$ cat src/rtl/uart_mem_loader_if.sv
`default_nettype none
//------------------------------------------------------------------------------
// Module   : uart_mem_loader_if
// Brief    : Bundle of the UART boot-loader signals: serial input, external
//            data-memory write port and CPU release/status lines.
// Revision : 1.0 - initial release
//------------------------------------------------------------------------------
interface uart_mem_loader_if;
  logic        rx;
  logic        ext_memwrite;
  logic [31:0] ext_writedata;
  logic [31:0] ext_dataadr;
  logic        cpu_reset;
  logic        busy;
  logic        done;
  logic        err;

  // Loader side: consumes the serial line, drives memory port and status
  modport master (
    input  rx,
    output ext_memwrite, ext_writedata, ext_dataadr,
    output cpu_reset, busy, done, err
  );

  // Environment side: drives the serial line, observes everything else
  modport slave (
    output rx,
    input  ext_memwrite, ext_writedata, ext_dataadr,
    input  cpu_reset, busy, done, err
  );
endinterface
`default_nettype wire

$ cat src/rtl/uart_mem_loader.sv
`default_nettype none
//------------------------------------------------------------------------------
// Module   : uart_mem_loader
// Brief    : UART (8N1) boot loader. Receives a length-prefixed program image,
//            assembles little-endian 32-bit words, writes them to data memory
//            and then releases the CPU from reset.
// Options  : define UART_LOADER_CHECKSUM_EN to require a trailing XOR byte
//            over the whole frame before the CPU is released.
// Revision : 1.0 - initial release
//------------------------------------------------------------------------------
module uart_mem_loader #(
  parameter int          CLK_FREQ  = 50000000,
  parameter int          BAUD      = 115200,
  parameter logic [31:0] BASE_ADDR = 32'h0000_0000,
  parameter int          MAX_WORDS = 64
) (
  input  logic                clk,
  input  logic                reset,
  uart_mem_loader_if.master   ldIf
);

  localparam int c_CLKS_PER_BIT = CLK_FREQ / BAUD;
  localparam int c_CNT_W        = $clog2(c_CLKS_PER_BIT);
  localparam logic [c_CNT_W-1:0] c_BIT_LAST  = c_CNT_W'(c_CLKS_PER_BIT - 1);
  localparam logic [c_CNT_W-1:0] c_HALF_LAST = c_CNT_W'(c_CLKS_PER_BIT / 2 - 1);
  localparam logic [15:0]        c_MAX_WORDS = 16'(MAX_WORDS);

  //--------------------------------------------------------------------------
  // UART receiver
  //--------------------------------------------------------------------------
  typedef enum logic [1:0] {
    RX_IDLE  = 2'd0,
    RX_START = 2'd1,
    RX_DATA  = 2'd2,
    RX_STOP  = 2'd3
  } rxState_t;

  rxState_t             r_rxState;
  rxState_t             w_rxNext;
  logic                 r_rxMeta;
  logic                 r_rxSync;
  logic                 r_rxPrev;
  logic [c_CNT_W-1:0]   r_rxCnt;
  logic [2:0]           r_bitIdx;
  logic [7:0]           r_shift;
  logic                 r_byteValid;
  logic [7:0]           r_byteData;
  logic                 r_frameErr;
  logic                 w_cntHit;
  logic                 w_startOk;
  logic                 w_byteDone;
  logic                 w_frameErr;

  // Two-flop synchronizer plus one delay stage for falling-edge detection
  always_ff @(posedge clk or posedge reset) begin
    if (reset) begin
      r_rxMeta <= 1'b1;
      r_rxSync <= 1'b1;
      r_rxPrev <= 1'b1;
    end else begin
      r_rxMeta <= ldIf.rx;
      r_rxSync <= r_rxMeta;
      r_rxPrev <= r_rxSync;
    end
  end

  // Receiver state register
  always_ff @(posedge clk or posedge reset) begin
    if (reset) r_rxState <= RX_IDLE;
    else       r_rxState <= w_rxNext;
  end

  // Receiver next state and sample strobes; START samples at mid-bit
  always_comb begin
    w_rxNext   = r_rxState;
    w_cntHit   = 1'b0;
    w_startOk  = 1'b0;
    w_byteDone = 1'b0;
    w_frameErr = 1'b0;
    case (r_rxState)
      RX_IDLE: begin
        if (r_rxPrev && !r_rxSync) w_rxNext = RX_START;
      end
      RX_START: begin
        w_cntHit = (r_rxCnt == c_HALF_LAST);
        if (w_cntHit) begin
          if (!r_rxSync) begin
            w_rxNext  = RX_DATA;
            w_startOk = 1'b1;
          end else begin
            w_rxNext = RX_IDLE;
          end
        end
      end
      RX_DATA: begin
        w_cntHit = (r_rxCnt == c_BIT_LAST);
        if (w_cntHit && (r_bitIdx == 3'd7)) w_rxNext = RX_STOP;
      end
      RX_STOP: begin
        w_cntHit = (r_rxCnt == c_BIT_LAST);
        if (w_cntHit) begin
          w_rxNext = RX_IDLE;
          if (r_rxSync) w_byteDone = 1'b1;
          else          w_frameErr = 1'b1;
        end
      end
      default: w_rxNext = RX_IDLE;
    endcase
  end

  // Bit timer, data shifter and one-cycle byte/framing-error pulses
  always_ff @(posedge clk or posedge reset) begin
    if (reset) begin
      r_rxCnt     <= '0;
      r_bitIdx    <= 3'd0;
      r_shift     <= 8'd0;
      r_byteValid <= 1'b0;
      r_byteData  <= 8'd0;
      r_frameErr  <= 1'b0;
    end else begin
      r_rxCnt <= ((r_rxState == RX_IDLE) || w_cntHit) ? '0 : r_rxCnt + 1'b1;
      if (w_startOk) begin
        r_bitIdx <= 3'd0;
      end else if ((r_rxState == RX_DATA) && w_cntHit) begin
        r_bitIdx <= r_bitIdx + 3'd1;
        r_shift  <= {r_rxSync, r_shift[7:1]};
      end
      r_byteValid <= w_byteDone;
      r_frameErr  <= w_frameErr;
      if (w_byteDone) r_byteData <= r_shift;
    end
  end

  //--------------------------------------------------------------------------
  // Image loader
  //--------------------------------------------------------------------------
  typedef enum logic [2:0] {
    LD_LEN_LO = 3'd0,
    LD_LEN_HI = 3'd1,
    LD_DATA   = 3'd2,
    LD_WRITE  = 3'd3,
`ifdef UART_LOADER_CHECKSUM_EN
    LD_CHK    = 3'd4,
`endif
    LD_DONE   = 3'd5,
    LD_ERROR  = 3'd6
  } ldState_t;

`ifdef UART_LOADER_CHECKSUM_EN
  localparam ldState_t c_LD_FINISH = LD_CHK;
`else
  localparam ldState_t c_LD_FINISH = LD_DONE;
`endif

  ldState_t     r_ldState;
  ldState_t     w_ldNext;
  logic [15:0]  r_wordCount;
  logic [15:0]  r_wordIdx;
  logic [1:0]   r_byteIdx;
  logic [31:0]  r_word;
  logic         r_memWrite;
  logic [31:0]  r_writeData;
  logic [31:0]  r_dataAdr;
  logic         r_cpuReset;
  logic         r_busy;
  logic [15:0]  w_lenFull;
  logic         w_lastWord;
`ifdef UART_LOADER_CHECKSUM_EN
  logic [7:0]   r_xor;
`endif

  assign w_lenFull  = {r_byteData, r_wordCount[7:0]};
  assign w_lastWord = (r_wordIdx == (r_wordCount - 16'd1));

  // Loader state register
  always_ff @(posedge clk or posedge reset) begin
    if (reset) r_ldState <= LD_LEN_LO;
    else       r_ldState <= w_ldNext;
  end

  // Loader next state; a framing error anywhere before DONE is fatal
  always_comb begin
    w_ldNext = r_ldState;
    case (r_ldState)
      LD_LEN_LO: begin
        if (r_byteValid) w_ldNext = LD_LEN_HI;
      end
      LD_LEN_HI: begin
        if (r_byteValid) begin
          if (w_lenFull == 16'd0)             w_ldNext = c_LD_FINISH;
          else if (w_lenFull > c_MAX_WORDS)   w_ldNext = LD_ERROR;
          else                                w_ldNext = LD_DATA;
        end
      end
      LD_DATA: begin
        if (r_byteValid && (r_byteIdx == 2'd3)) w_ldNext = LD_WRITE;
      end
      LD_WRITE: begin
        w_ldNext = w_lastWord ? c_LD_FINISH : LD_DATA;
      end
`ifdef UART_LOADER_CHECKSUM_EN
      LD_CHK: begin
        if (r_byteValid) w_ldNext = (r_byteData == r_xor) ? LD_DONE : LD_ERROR;
      end
`endif
      LD_DONE:  w_ldNext = LD_DONE;
      LD_ERROR: w_ldNext = LD_ERROR;
      default:  w_ldNext = LD_ERROR;
    endcase
    if (r_frameErr && (r_ldState != LD_DONE)) w_ldNext = LD_ERROR;
  end

  // Word assembly, write-port registers, CPU release and busy flag
  always_ff @(posedge clk or posedge reset) begin
    if (reset) begin
      r_wordCount <= 16'd0;
      r_wordIdx   <= 16'd0;
      r_byteIdx   <= 2'd0;
      r_word      <= 32'd0;
      r_memWrite  <= 1'b0;
      r_writeData <= 32'd0;
      r_dataAdr   <= BASE_ADDR;
      r_cpuReset  <= 1'b1;
      r_busy      <= 1'b0;
    end else begin
      if (r_byteValid && (r_ldState == LD_LEN_LO)) r_wordCount[7:0] <= r_byteData;
      if (r_byteValid && (r_ldState == LD_LEN_HI)) begin
        r_wordCount[15:8] <= r_byteData;
        r_wordIdx         <= 16'd0;
        r_byteIdx         <= 2'd0;
      end
      if (r_byteValid && (r_ldState == LD_DATA)) begin
        r_word[{r_byteIdx, 3'b000} +: 8] <= r_byteData;
        r_byteIdx                        <= r_byteIdx + 2'd1;
      end
      if ((r_ldState == LD_WRITE) && !w_lastWord) r_wordIdx <= r_wordIdx + 16'd1;

      // Strobe, data and address are registered so they line up with WRITE
      r_memWrite <= (w_ldNext == LD_WRITE);
      if (w_ldNext == LD_WRITE) begin
        r_writeData <= {r_byteData, r_word[23:0]};
        r_dataAdr   <= BASE_ADDR + {14'd0, r_wordIdx, 2'b00};
      end

      // Release one cycle after DONE is entered, never during a write
      r_cpuReset <= (r_ldState != LD_DONE);

      if ((w_ldNext == LD_DONE) || (w_ldNext == LD_ERROR)) r_busy <= 1'b0;
      else if (w_startOk)                                  r_busy <= 1'b1;
    end
  end

`ifdef UART_LOADER_CHECKSUM_EN
  // Running XOR of every frame byte before the checksum byte
  always_ff @(posedge clk or posedge reset) begin
    if (reset) begin
      r_xor <= 8'd0;
    end else if (r_byteValid && ((r_ldState == LD_LEN_LO) ||
                                 (r_ldState == LD_LEN_HI) ||
                                 (r_ldState == LD_DATA))) begin
      r_xor <= r_xor ^ r_byteData;
    end
  end
`endif

  assign ldIf.ext_memwrite  = r_memWrite;
  assign ldIf.ext_writedata = r_writeData;
  assign ldIf.ext_dataadr   = r_dataAdr;
  assign ldIf.cpu_reset     = r_cpuReset;
  assign ldIf.busy          = r_busy;
  assign ldIf.done          = (r_ldState == LD_DONE);
  assign ldIf.err           = (r_ldState == LD_ERROR);

endmodule
`default_nettype wire

$ cat src/flat_wrapper.sv
// flat-port wrapper written by rule: the top's interface ports become plain ports
module uart_mem_loader_flat 
#(
  parameter int          CLK_FREQ  = 50000000,
  parameter int          BAUD      = 115200,
  parameter logic [31:0] BASE_ADDR = 32'h0000_0000,
  parameter int          MAX_WORDS = 64
)
  (clk, reset, ldIf_rx, ldIf_ext_memwrite, ldIf_ext_writedata, ldIf_ext_dataadr, ldIf_cpu_reset, ldIf_busy, ldIf_done, ldIf_err);
  uart_mem_loader_if ldIf_i ();
  input  logic clk;
  input  logic reset;
  input wire logic [$bits(ldIf_i.rx)-1:0] ldIf_rx;
  output wire logic [$bits(ldIf_i.ext_memwrite)-1:0] ldIf_ext_memwrite;
  output wire logic [$bits(ldIf_i.ext_writedata)-1:0] ldIf_ext_writedata;
  output wire logic [$bits(ldIf_i.ext_dataadr)-1:0] ldIf_ext_dataadr;
  output wire logic [$bits(ldIf_i.cpu_reset)-1:0] ldIf_cpu_reset;
  output wire logic [$bits(ldIf_i.busy)-1:0] ldIf_busy;
  output wire logic [$bits(ldIf_i.done)-1:0] ldIf_done;
  output wire logic [$bits(ldIf_i.err)-1:0] ldIf_err;
  assign ldIf_i.rx = ldIf_rx;
  assign ldIf_ext_memwrite = ldIf_i.ext_memwrite;
  assign ldIf_ext_writedata = ldIf_i.ext_writedata;
  assign ldIf_ext_dataadr = ldIf_i.ext_dataadr;
  assign ldIf_cpu_reset = ldIf_i.cpu_reset;
  assign ldIf_busy = ldIf_i.busy;
  assign ldIf_done = ldIf_i.done;
  assign ldIf_err = ldIf_i.err;
  uart_mem_loader #(.CLK_FREQ(CLK_FREQ), .BAUD(BAUD), .BASE_ADDR(BASE_ADDR), .MAX_WORDS(MAX_WORDS)) u_core (.clk(clk), .reset(reset), .ldIf(ldIf_i));
endmodule
$ cat config.mk
export PLATFORM = sky130hd
export DESIGN_NAME = uart_mem_loader_flat
export DESIGN_NICKNAME = d
export VERILOG_FILES = /design/src/rtl/uart_mem_loader_if.sv /design/src/rtl/uart_mem_loader.sv /design/src/flat_wrapper.sv
export SDC_FILE = /design/constraint.sdc
export NUM_CORES = 1
export LEC_CHECK = 0
export ABC_AREA = 1
export CAP_MARGIN = 25
export CORE_ASPECT_RATIO = 0.8
export CORE_MARGIN = 4
export CORE_UTILIZATION = 55
export CTS_CLUSTER_SIZE = 12
export DETAILED_ROUTE_END_ITERATION = 8
export PLACE_DENSITY_LB_ADDON = 0.3
export SLEW_MARGIN = 10
export SYNTH_ARGS = -nofsm -noshare
export SYNTH_HDL_FRONTEND = slang
export SYNTH_SLANG_ARGS = --single-unit
$ cat constraint.sdc
create_clock -name clk -period 5.3 [get_ports clk]
set_input_delay 0.53 -clock clk [delete_from_list [all_inputs] [get_ports clk]]
set_output_delay 0.53 -clock clk [all_outputs]
set_load 0.01 [all_outputs]
After elaboration in Yosys (flattened, before gate mapping)

Cells that the tools add are included.

Output and inout port bits: 69
Bits in writable memories: 0
Register bits after elaboration: 155
Bits of input ports: 3
Latch bits: 0
Word-level logic and storage cells: 108
Memories kept: 0
Memory bits (read-only): 0

Reduce and logical (&&, ||, !) cells: 23
Magnitude comparators: 1
Eq/ne operators: 21
Div/mod/pow operators: 0
Bitwise logic cells: 1
Multipliers: 0
Mux-type cells: 33
Shift operators: 2
Add/sub/neg operators: 6

Operators with widths:

| cell                     | count |
|---|---|
| $bwmux W32               | 1 |
| $mux W16                 | 2 |
| $shift A8 B7 Y32 const A | 1 |
| $shiftx A8 B7 Y32        | 1 |
| $mux W3                  | 9 |
| $add A16 B1 Y16 const B  | 1 |
| $eq A16 B16 Y1           | 1 |
| $gt A16 B7 Y1 const B    | 1 |
| $logic_not A16 Y1        | 1 |
| $sub A16 B1 Y16 const B  | 1 |
| $eq A3 B3 Y1 const B     | 5 |
| $pmux W3 S5              | 1 |
| $mux W2                  | 7 |
| $mux W1                  | 10 |
| $add A9 B1 Y9 const B    | 1 |
| $eq A3 B2 Y1 const B     | 3 |
| $eq A9 B8 Y1 const B     | 1 |
| $eq A9 B9 Y1 const B     | 1 |
| $logic_and A1 B1 Y1      | 9 |
| $mux W9                  | 1 |
| $ne A2 B1 Y1 const B     | 4 |
| $pmux W2 S4              | 1 |
| $reduce_bool A2 Y1       | 4 |
| $neg A5 Y7               | 1 |
| 15 further kinds         | 19 |

Longest topological paths before layout

Depth after elaboration: 9
Mapped depth: 18
Gate-level depth less buffers: 16

Worst setup path before layout

OpenSTA, ideal clock, no wires.

Path type: reg-to-reg
From: reg u_core.r_wordCount[0]
To: reg u_core.r_writeData[10], in the netlist u_core.ldIf.ext_writedata[10]
Path buffers: 2
Required time: 5.183 ns
Stages on the path, launching flop included: 14
Path slack: 3.105 ns
Arrival: 2.078 ns
Setup time: 0.117 ns
Period minus slack after synthesis: 2.195 ns
Cells stage by stage: dfrtp_1 inv_1 ha_1 or2_2 a21oi_1 nand3_1 nor2_1 nand3_1 nand2_2 nand2_2 buf_4 buf_2 nand4_1 nand2_1

Cells in the longest elaborated chain, start to end: 7
Elaborated cells between the ends (all ways): 11
Those cells by class: add/sub (1); order compare (1); eq/ne (2); mux (6); reduce/logical (1)

Ends and longest elaborated chain:

| item                                                    | line                   | text |
|---|---|---|
| start, declared                                         | uart_mem_loader.sv:157 | `logic [15:0] r_wordCount;` |
| start signal, assigned                                  | uart_mem_loader.sv:226 | `if (r_byteValid && (r_ldState == LD_LEN_LO)) r_wordCount[7:0] <= r_byteData;` |
| branches (longest 4 deep; another with $sub A16 B1 Y16) | -                      |  |
| $pmux W3 S5 *                                           | uart_mem_loader.sv:184 | `case (r_ldState)` |
| $mux W3 *                                               | uart_mem_loader.sv:210 | `if (r_frameErr && (r_ldState != LD_DONE)) w_ldNext = LD_ERROR;` |
| $eq A3 B2 Y1 *                                          | uart_mem_loader.sv:240 | `if (w_ldNext == LD_WRITE) begin` |
| end signal, assigned                                    | uart_mem_loader.sv:241 | `r_writeData <= {r_byteData, r_word[23:0]};` |
| end, declared                                           | uart_mem_loader.sv:162 | `logic [31:0] r_writeData;` |

Mark *: on every way between the ends.
A chain may end at the register's enable or synchronous reset.

Worst setup path after layout

From: reg u_core.r_wordCount[0]
To: reg u_core.r_dataAdr[13], in the netlist u_core.ldIf.ext_dataadr[13]

Cells in the longest elaborated chain, start to end: 7
Elaborated cells between the ends (all ways): 11
Those cells by class: add/sub (1); order compare (1); eq/ne (2); mux (6); reduce/logical (1)

Ends and longest elaborated chain:

| item                                                    | line                   | text |
|---|---|---|
| branches (longest 4 deep; another with $sub A16 B1 Y16) | -                      |  |
| $pmux W3 S5 *                                           | uart_mem_loader.sv:184 |  |
| $mux W3 *                                               | uart_mem_loader.sv:210 |  |
| $eq A3 B2 Y1 *                                          | uart_mem_loader.sv:240 |  |
| end signal, assigned                                    | uart_mem_loader.sv:242 | `r_dataAdr <= BASE_ADDR + {14'd0, r_wordIdx, 2'b00};` |
| end, declared                                           | uart_mem_loader.sv:163 | `logic [31:0] r_dataAdr;` |

Marked as above.

==> results_dict.tcl <==
set metrics [dict create \
    outcome "complete, no violations" \
    drv.max_cap_violation_count 0 \
    detailroute.via_count 6005 \
    coreArea_sq_um 12800 \
    cts_made_buffers 17 \
    clock_tree_from_tritoncts "built" \
    floorplan.rows 37 \
    crit_path_end_kind "flip-flop" \
    highest_ir_drop_seen_on_vdd_mv 0.257 \
    initial_util_pct 56.2 \
    area_delta_synth_final_pct 17.0 \
    hold_class "flip-flop to flip-flop" \
    grt_use_met1_pct 34.3 \
    timing.final.setup_violations 0 \
    die-area_sq_um 15000 \
    worst-endpoint-arrival_ns 3.85 \
    remaining_drc_errors 0 \
    gpl.final_weighted_congestion 0.876 \
    grt_setup_unrepaired "no" \
    final_cells 1111 \
    finalCritPeriodShare_pct 65.7 \
    final_layout_size_suffix_gt1_share_pct 6.30 \
    diodes 0 \
    synth-edff-count 0 \
    final_antenna_net_count 0 \
    antenna_found_initial 0 \
    grt_pass1_wl_um 27100 \
    yosysWarnings 0 \
    hpwlAfterDp_um 11000 \
    holdBufCountCts 0 \
    synthesis.area_sq_um 7200 \
    syn-instance-count 875 \
    power_per_cell_area_nw_per_um2 297 \
    ys.flop_type "dfrtp_1" \
    port-buffer-count 55 \
    globalRoute.totalOverflow 0 \
    cts.path.max_buffers 2 \
    io-pin-count 72 \
    startpoint_to_endpoint_class_of_the_critical_path "flip-flop to flip-flop" \
    synthArstFlopShare_pct 100 \
    max_slew.worst_pin.slew_ns 0.919 \
    largest_net_degree_at_the_start_of_global_routing 112 \
    post_cts_resize_count 0 \
    vias_in_the_first_global_route 5430 \
    fmaxAchievable_mhz 287 \
    total_power_mw 2.50 \
    synth_cell_type_count 37 \
    clk_transition_reported_paths_ns 0.07 \
    start_kind "flip-flop" \
    viasPerCell 5.41 \
    htree_levels 4 \
    tritoncts_num_sinks 147 \
    nets 938 \
    globalRouteMet2Util_pct 33.8 \
    globalRouteTotalUtil_pct 22.9 \
    post_cts.repair.setup_buffers 0 \
    dr.first_iter.drc_count 570 \
    globalRoute.busiestLayer "met1" \
    cp_data_required_time_ns 5.67 \
    ys_seq_area_share_pct 51.1 \
    cp_max_fo 50 \
    drt_pre_antenna_iters 5 \
    hold_viol 0 \
    numPlacedInstances 1077 \
    die_w_um 136 \
    routedWlPerCell_um 14.6 \
    max-slew-margin-rel_pct 38.5 \
    worst_reg_to_reg_cells 17 \
    grt_util_met3_pct 4.63 \
    fin_crit_ns 3.48 \
    finalWirelength_um 16200 \
    clock_tree.root_cell "clkbuf_16" \
    synth.ff_latch_count 147 \
    timing_max_transition_violations_final 0 \
    final.setup.tns_ns 0 \
    worstSkewPairLatency_ns 0.43 \
    static-leakage-power_nw 4.30 \
    synthesis.area_per_instance_sq_um 8.23 \
    worst_clock_skew_ns 0.0152 \
    die-height_um 110 \
    min_path_cells 0 \
]
## area by class of cell
class,instances,area (sq um)
Clock buffer,18,439
Clock inverter,14,145
Fill cell,1044,4390
Inverter,82,313
Multi-Input combinational cell,614,3000
Sequential cell,147,3680
Tap cell,175,219
Timing Repair Buffer,61,636
## path summary, 6_finish.rpt
path,startpoint,endpoint,slack [ns]
max,u_core.r_wordCount[0]$_DFFE_PP0P_,u_core.ldIf.ext_dataadr[13]$_DFFE_PP0P_,1.82
min,u_core.r_rxMeta$_DFF_PP1_,u_core.r_rxSync$_DFF_PP1_,0.37
max reg2reg,u_core.r_wordCount[0]$_DFFE_PP0P_,u_core.ldIf.ext_dataadr[13]$_DFFE_PP0P_,1.82
min reg2reg,u_core.r_rxMeta$_DFF_PP1_,u_core.r_rxSync$_DFF_PP1_,0.37
max in group asynchronous,reset,u_core.r_rxMeta$_DFF_PP1_,3.74
min in group asynchronous,reset,u_core.ldIf.ext_writedata[21]$_DFFE_PP0P_,0.39
## metal layers
metal	vias up	routed length [um]
met5	-	0
met4	0	221
met3	23	1020
li1	2954	-
met1	2841	7740
met2	187	7250
## cell families (layout without fill, tap and decap cells)
kind of cell,Yosys count,after routing,share of synthesized area [%]
flops,147,147,51.1
other cells,1,16,0.0521
compound gates,93,93,6.95
xor+xnor,23,23,2.80
buf+inv,129,175,8.06
simple gates,470,470,28.9
fa+ha+maj,12,12,2.08
## worst max-delay path, cell delays in order (launching register included)
cell and delay, ns:
dfrtp_1 0.42, inv_1 0.12, ha_1 0.27, nand2_2 0.11, nor2_4 0.17, nand2_1 0.07, nand2_1 0.06, nand2_1 0.06
nor2_1 0.10, nand2_1 0.06, nor2_1 0.12, nand3_1 0.10, nand2_2 0.23, nand2_2 0.59, nand3_2 0.25, buf_4 0.46
nand2_1 0.14, nand2_1 0.09
## synth_stat cells (2+ instances only)
cell | n | area share, %
a21oi_1 | 11 | 0.76
a32o_1 | 2 | 0.28
buf_2 | 7 | 0.49
buf_4 | 19 | 2.0
buf_6 | 2 | 0.31
clkbuf_1 | 17 | 0.89
dfrtp_1 | 143 | 50
dfstp_2 | 4 | 1.5
ha_1 | 12 | 2.1
inv_1 | 81 | 4.2
nand2_1 | 269 | 14
nand2_2 | 5 | 0.43
nand3_1 | 40 | 2.8
nand3_2 | 2 | 0.28
nand3b_1 | 2 | 0.21
nand4_1 | 70 | 6.1
nor2_1 | 58 | 3.0
nor2_2 | 3 | 0.26
nor2_4 | 3 | 0.47
nor3_1 | 12 | 0.83
o21ai_0 | 67 | 4.7
o22ai_1 | 7 | 0.61
o31ai_1 | 2 | 0.21
or2_2 | 3 | 0.26
xnor2_1 | 10 | 1.2
xor2_1 | 13 | 1.6
## power breakdown
group	switching [mW]	internal (mW)	leakage, nW	total, mW
logic	0.0971	0.0392	1.99	0.136
registers	0.0288	1.15	2.03	1.18
clock network	0.514	0.673	0.278	1.19
## cells in the final DEF (no fill, tap or decap), drive strengths merged, types with 2 or more instances in the layout
| master | n |
|---|---|
| dfrtp | 143 |
| nor3 | 12 |
| nand3b | 2 |
| clkbuf | 18 |
| a32o | 2 |
| o22ai | 7 |
| inv | 87 |
| conb | 16 |
| or2 | 3 |
| dfstp | 4 |
| clkdlybuf4s50 | 55 |
| nand3 | 42 |
| nand2 | 274 |
| clkinv | 5 |
| buf | 6 |
| a21oi | 11 |
| nand4 | 70 |
| xnor2 | 10 |
| xor2 | 13 |
| o31ai | 2 |
| nor2 | 64 |
| o21ai | 67 |
| ha | 12 |
| clkinvlp | 3 |
## stage by stage
step	cell area, sq um	utilization, %	setup slack [ns]	hold WS [ns]
floorplan	7260	-	0.825	0.345
global placement	7790	60.8	1.95	0.347
detailed placement	7790	60.8	1.85	0.351
CTS	8380	65.3	1.82	0.363
global route	8430	65.7	1.43	0.371
finish	8430	65.7	1.82	0.365
## sequential cells by signal, indices dropped and copies added (netlist names), 2 cells and up, named ones only
register                   count
u_core.ldIf.ext_writedata     32
u_core.r_word                 24
u_core.ldIf.ext_dataadr       16
u_core.r_wordCount            16
u_core.r_wordIdx              16
u_core.r_rxCnt                 9
u_core.r_byteData              8
u_core.r_shift                 8
u_core.r_bitIdx                3
u_core.r_ldState               3
u_core.r_byteIdx               2
(Power assumes the default switching activity.)
